## src/rtl/cnn_pkg.sv

```systemverilog
// Shared constants and types for the conv-layer bias path.
package cnn_pkg;

  // Bias / stream byte width.
  localparam int DW = 8;

  // Default out_channels - 1; RAM depth is OC_DEFAULT + 1.
  localparam int OC_DEFAULT = 7;

  // Loader FSM: waiting for start, taking bias bytes, taking the checksum byte.
  typedef enum logic [1:0] {
    IDLE = 2'd0,
    LOAD = 2'd1,
    CSUM = 2'd2
  } bias_ld_state_t;

endpackage

```

## src/rtl/bias_ram_loader_if.sv

```systemverilog
// Byte-stream valid/ready link feeding the bias loader.
interface bias_ram_loader_if;
  import cnn_pkg::*;

  logic          s_valid;
  logic [DW-1:0] s_data;
  logic          s_ready;

  // Producer side (host / UART front-end).
  modport master (
    output s_valid,
    output s_data,
    input  s_ready
  );

  // Consumer side (the loader).
  modport slave (
    input  s_valid,
    input  s_data,
    output s_ready
  );

endinterface

```

## src/rtl/bias_ram.sv

```systemverilog
// Bias storage: one synchronous write port, one registered read port.
// Reads see the pre-write contents on an address collision, and any
// channel index beyond the table returns zero.
module bias_ram #(
  parameter int DEPTH = 8,
  parameter int AW    = 3,
  parameter int WIDTH = 8
) (
  input  logic             clk,
  input  logic             rst,
  input  logic             we,
  input  logic [AW-1:0]    waddr,
  input  logic [WIDTH-1:0] wdata,
  input  logic             re,
  input  logic [3:0]       raddr,
  output logic [WIDTH-1:0] rdata
);

  localparam logic [3:0] MAX_ADDR = 4'(DEPTH - 1);

  logic [WIDTH-1:0] mem [DEPTH];
  logic [WIDTH-1:0] rdata_reg;

  // Array write; contents are deliberately not reset.
  always_ff @(posedge clk) begin
    if (we) begin
      mem[waddr] <= wdata;
    end
  end

  // Registered read; non-blocking ordering gives read-before-write.
  always_ff @(posedge clk) begin
    if (rst) begin
      rdata_reg <= '0;
    end else if (re) begin
      if (raddr > MAX_ADDR) begin
        rdata_reg <= '0;
      end else begin
        rdata_reg <= mem[raddr[AW-1:0]];
      end
    end
  end

  assign rdata = rdata_reg;

endmodule

```

## src/rtl/bias_ram_loader.sv

```systemverilog
// Run-time bias loader: takes OC+1 bias bytes plus a trailing 8-bit checksum
// over a valid/ready stream, writes them into the bias RAM and flags whether
// the table verified. The RAM read port serves the conv datapath throughout.
module bias_ram_loader
  import cnn_pkg::*;
#(
  parameter int OC = OC_DEFAULT
) (
  input  logic               clk,
  input  logic               rst,
  input  logic               start,
  bias_ram_loader_if.slave   s_if,
  output logic               busy,
  output logic               done,
  output logic               err,
  output logic               loaded,
  input  logic               c_load,
  input  logic [3:0]         cout,
  output logic [DW-1:0]      bias
);

  localparam int            AW        = (OC > 0) ? $clog2(OC + 1) : 1;
  localparam logic [AW-1:0] LAST_ADDR = AW'(OC);

  bias_ld_state_t state_reg, state_next;
  logic [AW-1:0]  addr_reg, addr_next;
  logic [DW-1:0]  sum_reg, sum_next;
  logic           err_reg, err_next;
  logic           loaded_reg, loaded_next;
  logic           done_reg, done_next;
  logic           accept;
  logic           wr_en;

  // Ready whenever a load is in progress; the loader never stalls a byte.
  assign s_if.s_ready = (state_reg != IDLE);
  assign accept       = s_if.s_valid && (state_reg != IDLE);

  // State, address, checksum and status registers.
  always_ff @(posedge clk) begin
    if (rst) begin
      state_reg  <= IDLE;
      addr_reg   <= '0;
      sum_reg    <= '0;
      err_reg    <= 1'b0;
      loaded_reg <= 1'b0;
      done_reg   <= 1'b0;
    end else begin
      state_reg  <= state_next;
      addr_reg   <= addr_next;
      sum_reg    <= sum_next;
      err_reg    <= err_next;
      loaded_reg <= loaded_next;
      done_reg   <= done_next;
    end
  end

  // Next-state logic: start a load, stream bias bytes, then judge the checksum.
  always_comb begin
    state_next  = state_reg;
    addr_next   = addr_reg;
    sum_next    = sum_reg;
    err_next    = err_reg;
    loaded_next = loaded_reg;
    done_next   = 1'b0;
    wr_en       = 1'b0;
    case (state_reg)
      IDLE: begin
        if (start) begin
          state_next  = LOAD;
          addr_next   = '0;
          sum_next    = '0;
          err_next    = 1'b0;
          loaded_next = 1'b0;
        end
      end
      LOAD: begin
        if (accept) begin
          wr_en     = 1'b1;
          sum_next  = sum_reg + s_if.s_data;
          addr_next = addr_reg + 1'b1;
          if (addr_reg == LAST_ADDR) begin
            state_next = CSUM;
          end
        end
      end
      CSUM: begin
        if (accept) begin
          err_next    = (s_if.s_data != sum_reg);
          loaded_next = (s_if.s_data == sum_reg);
          done_next   = 1'b1;
          state_next  = IDLE;
        end
      end
      default: begin
        state_next = IDLE;
      end
    endcase
  end

  assign busy   = (state_reg != IDLE);
  assign done   = done_reg;
  assign err    = err_reg;
  assign loaded = loaded_reg;

  bias_ram #(
    .DEPTH (OC + 1),
    .AW    (AW),
    .WIDTH (DW)
  ) u_bias_ram (
    .clk   (clk),
    .rst   (rst),
    .we    (wr_en),
    .waddr (addr_reg),
    .wdata (s_if.s_data),
    .re    (c_load),
    .raddr (cout),
    .rdata (bias)
  );

endmodule

```

## src/flat_wrapper.sv

```systemverilog
// flat-port wrapper written by rule: the top's interface ports become plain ports
module bias_ram_loader_flat import cnn_pkg::*;
#(
  parameter int OC = OC_DEFAULT
)
  (clk, rst, start, busy, done, err, loaded, c_load, cout, bias, s_if_s_valid, s_if_s_data, s_if_s_ready);
  bias_ram_loader_if s_if_i ();
  input  logic clk;
  input  logic rst;
  input  logic start;
  output logic busy;
  output logic done;
  output logic err;
  output logic loaded;
  input  logic c_load;
  input  logic [3:0] cout;
  output logic [DW-1:0] bias;
  input wire logic [$bits(s_if_i.s_valid)-1:0] s_if_s_valid;
  input wire logic [$bits(s_if_i.s_data)-1:0] s_if_s_data;
  output wire logic [$bits(s_if_i.s_ready)-1:0] s_if_s_ready;
  assign s_if_i.s_valid = s_if_s_valid;
  assign s_if_i.s_data = s_if_s_data;
  assign s_if_s_ready = s_if_i.s_ready;
  bias_ram_loader #(.OC(OC)) u_core (.clk(clk), .rst(rst), .start(start), .s_if(s_if_i), .busy(busy), .done(done), .err(err), .loaded(loaded), .c_load(c_load), .cout(cout), .bias(bias));
endmodule
```

## config.mk

```make
export PLATFORM = sky130hd
export DESIGN_NAME = bias_ram_loader_flat
export DESIGN_NICKNAME = d
export VERILOG_FILES = /design/src/rtl/cnn_pkg.sv /design/src/rtl/bias_ram_loader_if.sv /design/src/rtl/bias_ram.sv /design/src/rtl/bias_ram_loader.sv /design/src/flat_wrapper.sv
export SDC_FILE = /design/constraint.sdc
export NUM_CORES = 1
export LEC_CHECK = 0
export ABC_AREA = 1
export CAP_MARGIN = 20
export CORE_MARGIN = 4
export CORE_UTILIZATION = 62
export DETAILED_ROUTE_END_ITERATION = 8
export GPL_TIMING_DRIVEN = 0
export MAX_ROUTING_LAYER = met4
export PLACE_DENSITY = 0.84
export SLEW_MARGIN = 10
export SYNTH_ARGS = -nofsm -noshare
export SYNTH_HDL_FRONTEND = slang
export SYNTH_SLANG_ARGS = --single-unit
```

## constraint.sdc

```tcl
create_clock -name clk -period 4.25 [get_ports clk]
set_input_delay 0.85 -clock clk [delete_from_list [all_inputs] [get_ports clk]]
set_output_delay 0.85 -clock clk [all_outputs]
set_load 0.05 [all_outputs]
```

Yosys cells after proc, flatten, opt, wreduce, memory -nomap -nowiden:

Memory sizes are Yosys's and may differ from the RTL's.
Index checks and enable logic that the tools add are counted.

* memories kept: 1
* bits in writable memories: 64
* register bits: 24
* logic and storage cells: 51
* output and inout port bits: 13

Memories
* u_core.u_bias_ram.mem: words 8, width 8, read ports 1, clocked after Yosys merged registers in 0, wr ports 1, line bias_ram.sv:21 `logic [WIDTH-1:0] mem [DEPTH];`

* equal/unequal tests: 9
* muxes and demuxes: 21
* reductions and logical operators: 9
* bitwise operators: 1
* $lt $le $gt $ge: 1
* add/sub/neg operators: 2

Operator list (count)
* 2-to-1 mux 8 bit: 3
* one-hot mux 8 bit (2 select lines): 1
* adder 8 bit: 1
* equality test 8 bit: 1
* 2-to-1 mux 2 bit: 4
* inequality test 8 bit: 1
* 2-to-1 mux 1 bit: 7
* 2-to-1 mux 3 bit: 2
* inequality test 2 x 1 -> 1 bit, second input constant: 3
* one-hot mux 2 bit (3 select lines): 1
* one-hot mux 3 bit (2 select lines): 1
* AND reduction 3 bit: 2
* nonzero test 2 bit: 3
* > comparator 4 x 3 -> 1 bit, second input constant: 1
* one-hot mux 1 bit (2 select lines): 2
* AND reduction 4 bit: 1
* adder 3 x 1 -> 3 bit, second input constant: 1
* equality test 3 bit, second input constant: 1
* equality test 2 x 1 -> 1 bit, second input constant: 1
* equality test 2 bit, second input constant: 1
* zero test 2 bit: 1
* inequality test 2 bit, second input constant: 1
* OR reduction 2 bit: 1
* logical AND 1 bit: 1
* NOT 1 bit: 1

Logic depth before layout (Yosys ltp):

* depth in word-level cells: 6
* gate-level depth with buffers: 9
* mapped depth without buffers: 9

Modules after synthesis:

Synthesis repeated with hierarchy kept, for this count alone.

* cell total of the unflattened synthesis: 432
* area, all modules: 4041.4 um^2

Modules (own cells, without submodules)
* bias_ram: area an instance 3070.4 um^2, times used 1, sequential area each 2082.0 um^2, cells each 298
* bias_ram_loader: area an instance 970.9 um^2, times used 1, sequential area each 320.3 um^2, cells each 134

Worst setup path after synthesis:

No wires, ideal clock.

* path kind: input to register
* from: input s_if_s_data[0]
* to: register u_core.sum_reg[6]
* setup time: 0.071 ns
* path buffers: 0
* arrival time: 1.930 ns
* cell stages on the path: 9
* slack: 2.249 ns
* cells stage by stage: ha_1 fa_1 nand3_1 nand2_1 nand2_1 nand2_1 nand2_1 nand3_1 a21oi_1

* word-level cells in the longest chain between the ends: 3

Ends and longest elaborated chain
* start: declaration: line flat_wrapper.sv:19 `input wire logic [$bits(s_if_i.s_data)-1:0] s_if_s_data;`
* adder 8 bit: line bias_ram_loader.sv:79 `sum_next = sum_reg + s_if.s_data;`
* 2-to-1 mux 8 bit: line bias_ram_loader.sv:77 `if (accept) begin`
* one-hot mux 8 bit (2 select lines): line bias_ram_loader.sv:66 `case (state_reg)`
* end signal: assignment: line bias_ram_loader.sv:50 `sum_reg <= sum_next;`
* end: declaration: line bias_ram_loader.sv:27 `logic [DW-1:0] sum_reg, sum_next;`

No other way between the ends. The select of a mux whose other input is x is not followed.
A chain may end at the register's enable or synchronous reset.

Worst setup path after layout:

* from: register u_core.state_reg[1]
* to: output s_if_s_ready

* word-level cells in the longest chain between the ends: 1

Ends and longest elaborated chain
* start: declaration: line bias_ram_loader.sv:25 `bias_ld_state_t state_reg, state_next;`
* start signal: assignment: line bias_ram_loader.sv:48 `state_reg <= state_next;`
* nonzero test 2 bit: line bias_ram_loader.sv:35 `assign s_if.s_ready = (state_reg != IDLE);`
* end: declaration: line flat_wrapper.sv:20 `output wire logic [$bits(s_if_i.s_ready)-1:0] s_if_s_ready;`

No other way between the ends.

==> metrics.txt <==
result of the run finished clean; clock-pin slew on the worst setup and hold paths ~90 ps; Period Utilization, post-route approximately 65%; crit path capture type primary output; detailed-route via count 2819; RSZ-0062 raised after global routing no; crit path DAT 1930 ps; number of flip-flops and latches in the synthesized netlist 88; height of the die ~87 um; required time of the critical path 3400 ps; Multi-input gate area 1220 um2; FF+latch area 2400 um2; power density cells between 300 and 400 nW/um2; root buffer selected by CTS sky130_fd_sc_hd__clkbuf_8; synthesized area per cell about 10 um2; Critical Setup Path Class flop to primary output; setup fix buffers added after clock tree synthesis 0; number of endpoints with negative hold slack in the final report 0; cells after synthesis 375; post-route core utilization 73.2%; largest driver fanout on the critical path 4; category of the worst setup path launch point flop; Setup Slack @ Placement between 1000 and 1500 ps; net count of the mapped netlist 402; post-DR vias/cell ~5.7; post-layout total power roughly 1.7 mW; CP top delay family buffers and inverters; Max Freq 360 MHz; average detailed-routed wire length per instance approximately 16 um; number of distinct library cells after synthesis 31; number of rows created at floorplan 28; total number of yosys warnings 0; clock share of power ~31%; proportion of total power due to net switching between 20% and 30%; final HPWL from detailed placement 5600 um; worst setup margin between 1000 and 1500 ps; Max-cap violations 0; leakage power of the design roughly 1.6 nW; vias in the first global route roughly 2700; leading area contributor after synthesis sky130_fd_sc_hd__edfxtp_1; antenna violations before repair 0; worst clock skew on the final layout roughly 9.3 ps; Resized Gates After CTS 0; number of ports placed on the die boundary 30; clock sink count between 80 and 90; proportion of power drawn by flip-flops and latches ~56%; Die ar. 7490 um2; kind of path behind the tightest hold check flop to flop; Worst-Margin Slew ~700 ps; IO Port Bufs 26; Largest stage delay, worst path around 790 ps; H-Tree Level Count 3; total routed wirelength 8110 um; wire length of the first global-routing pass 13000 um; Netlist Area Pre-Place 3820 um2; post-route minimum period 2780 ps; drt drc 0; sequential cell area fraction in the yosys report 62.8%; antenna-violating nets left 0; quantity of hold-fixing buffers added after cts 0; NetSw approximately 0.45 mW; cells along the critical path nor2_1 -> inv_1 -> buf_4 -> clkdlybuf4s50_1; filler cell count about 410; n_diodes 0; Largest register FFs 64; top cells by area, synth sky130_fd_sc_hd__edfxtp_1 50%, sky130_fd_sc_hd__dfxtp_1 13%, sky130_fd_sc_hd__nor2_1 7.6%, sky130_fd_sc_hd__nand3_1 5.1%, sky130_fd_sc_hd__nand2_1 4.7%; Worst VDD drop between 300 and 400 uV; chip width between 80 and 90 um; Detailed Routing Iterations Pass 1 6; share of the synthesized area in the top cell type approximately 50%; total negative slack for setup checks 0 ps; fraction of layout instances using a drive strength above 1 9.59%; Core Area ~6000 um2; Finish-stage setup viols 0; insertion delay of the later-clocked pin in the worst-skew pair roughly 350 ps; Inserted Clock Buffers 9; final layout net count 439; combinational share of power approximately an eighth; slowest stage cell, crit path sky130_fd_sc_hd__clkdlybuf4s50_1; internal power 1.25 mW; synthesis-to-finish area growth 14.0%; gr usage total 24.1%; Worst slew margin between 50% and 60%; clock buffer depth 2; initial detailed-routing violation count about 270; register-to-register setup slack roughly 2200 ps; TritonCTS clock tree done; initial standard-cell utilization of the core 64.2%; GR Overflow Total 0; Final Max Slew Viols 0; pin count of the biggest net entering global routing 16; buffer and inverter count on the worst path 3; global placer's final weighted congestion slightly below 0.9
-- cells in the final DEF, fill, tap and decap left out, types with 2 or more instances in the layout --
cell | netlist | routed
sky130_fd_sc_hd__nand2_1 | 48 | 48
sky130_fd_sc_hd__clkbuf_8 | 0 | 10
sky130_fd_sc_hd__buf_2 | 3 | 3
sky130_fd_sc_hd__buf_4 | 3 | 3
sky130_fd_sc_hd__buf_6 | 5 | 5
sky130_fd_sc_hd__dfxtp_1 | 24 | 24
sky130_fd_sc_hd__nor2_1 | 77 | 77
sky130_fd_sc_hd__inv_2 | 3 | 3
sky130_fd_sc_hd__o21ai_1 | 11 | 11
sky130_fd_sc_hd__clkbuf_1 | 2 | 3
sky130_fd_sc_hd__inv_1 | 19 | 19
sky130_fd_sc_hd__a21oi_1 | 25 | 25
sky130_fd_sc_hd__ha_1 | 9 | 9
sky130_fd_sc_hd__nand3_1 | 39 | 39
sky130_fd_sc_hd__clkdlybuf4s50_1 | 0 | 26
sky130_fd_sc_hd__edfxtp_1 | 64 | 64
sky130_fd_sc_hd__o21ai_0 | 24 | 24
sky130_fd_sc_hd__nand2_2 | 3 | 3
sky130_fd_sc_hd__or2_2 | 2 | 2
sky130_fd_sc_hd__clkinvlp_4 | 0 | 3
-- cells by family after synthesis --
group | count (synthesis) | synth area share [%]
flip-flops | 88 | 62.8
AO/OA/AOI/OAI | 63 | 8.64
XOR/XNOR | 1 | 0.229
adder cells (fa/ha/maj) | 10 | 3.47
AND/OR/NAND/NOR | 175 | 19.6
buffers and inverters | 38 | 5.20
-- synthesized netlist by cell type, drive strengths merged --
cell	count
a21oi	26
or2	3
nor2	79
o21ai	35
dfxtp	24
nor4	1
a211oi	1
clkbuf	3
nand2	51
inv	23
ha	9
buf	11
fa	1
nor3	1
clkinv	1
xor2	1
o2111ai	1
nand4	1
nand3	39
edfxtp	64
-- worst paths after layout --
check / start / cells after the start / end
worst max-delay path: u_core.state_reg[1]$_SDFFE_PP0P_ / 4 / s_if_s_ready
worst min-delay path: u_core.u_bias_ram.rdata[5]$_SDFFE_PP0P_ / 2 / u_core.u_bias_ram.rdata[5]$_SDFFE_PP0P_
worst max register to register: u_core.state_reg[0]$_SDFFE_PP0P_ / 6 / u_core.u_bias_ram.mem[7][4]$_DFFE_PP_
worst min register to register: u_core.u_bias_ram.rdata[5]$_SDFFE_PP0P_ / 2 / u_core.u_bias_ram.rdata[5]$_SDFFE_PP0P_
-- power by group through the flow --
stage | registers [mW] | clock network [mW] | logic (mW)
after global routing | 0.950 | 0.576 | 0.243
final | 0.948 | 0.526 | 0.222
after floorplan | 0.979 | 0 | 0.133
after global placement | 0.966 | 0 | 0.212
after CTS | 0.948 | 0.529 | 0.220
after detailed placement | 0.967 | 0 | 0.220
-- final cells by class --
| cell class | instances | share of cell area, % |
|---|---|---|
| sequential | 88 | 55.1 |
| multi-input combinational | 249 | 28.0 |
| timing repair buffer | 26 | 5.97 |
| clock buffer | 11 | 3.24 |
| buffer | 14 | 2.44 |
| tap | 75 | 2.15 |
| inverter | 24 | 2.12 |
| clock inverter | 5 | 0.918 |
-- stage by stage --
step | cells | hold WS [ps] | instance area (um2)
after global routing | 492 | 495 | 4360
after floorplan | 375 | 443 | 3820
final | 492 | 469 | 4360
after global placement | 476 | 452 | 4180
after CTS | 492 | 469 | 4360
after detailed placement | 476 | 456 | 4180
-- routing by layer --
metal	part of all wire, %	routed length, um	track usage (%)
met1	41	3330	30.7
met2	48	3880	35.9
met3	8.2	663	6.08
met4	2.9	235	12.5
met5	0	0	-
-- worst register-to-register path, cell delays in order (launching register included) --
cell and delay (ps):
sky130_fd_sc_hd__dfxtp_1 370, sky130_fd_sc_hd__inv_2 70, sky130_fd_sc_hd__nor2_4 190, sky130_fd_sc_hd__nand2_2 100, sky130_fd_sc_hd__inv_1 210, sky130_fd_sc_hd__nand2_1 170
sky130_fd_sc_hd__nor2_1 580
Power figures use the tool's default switching activity.
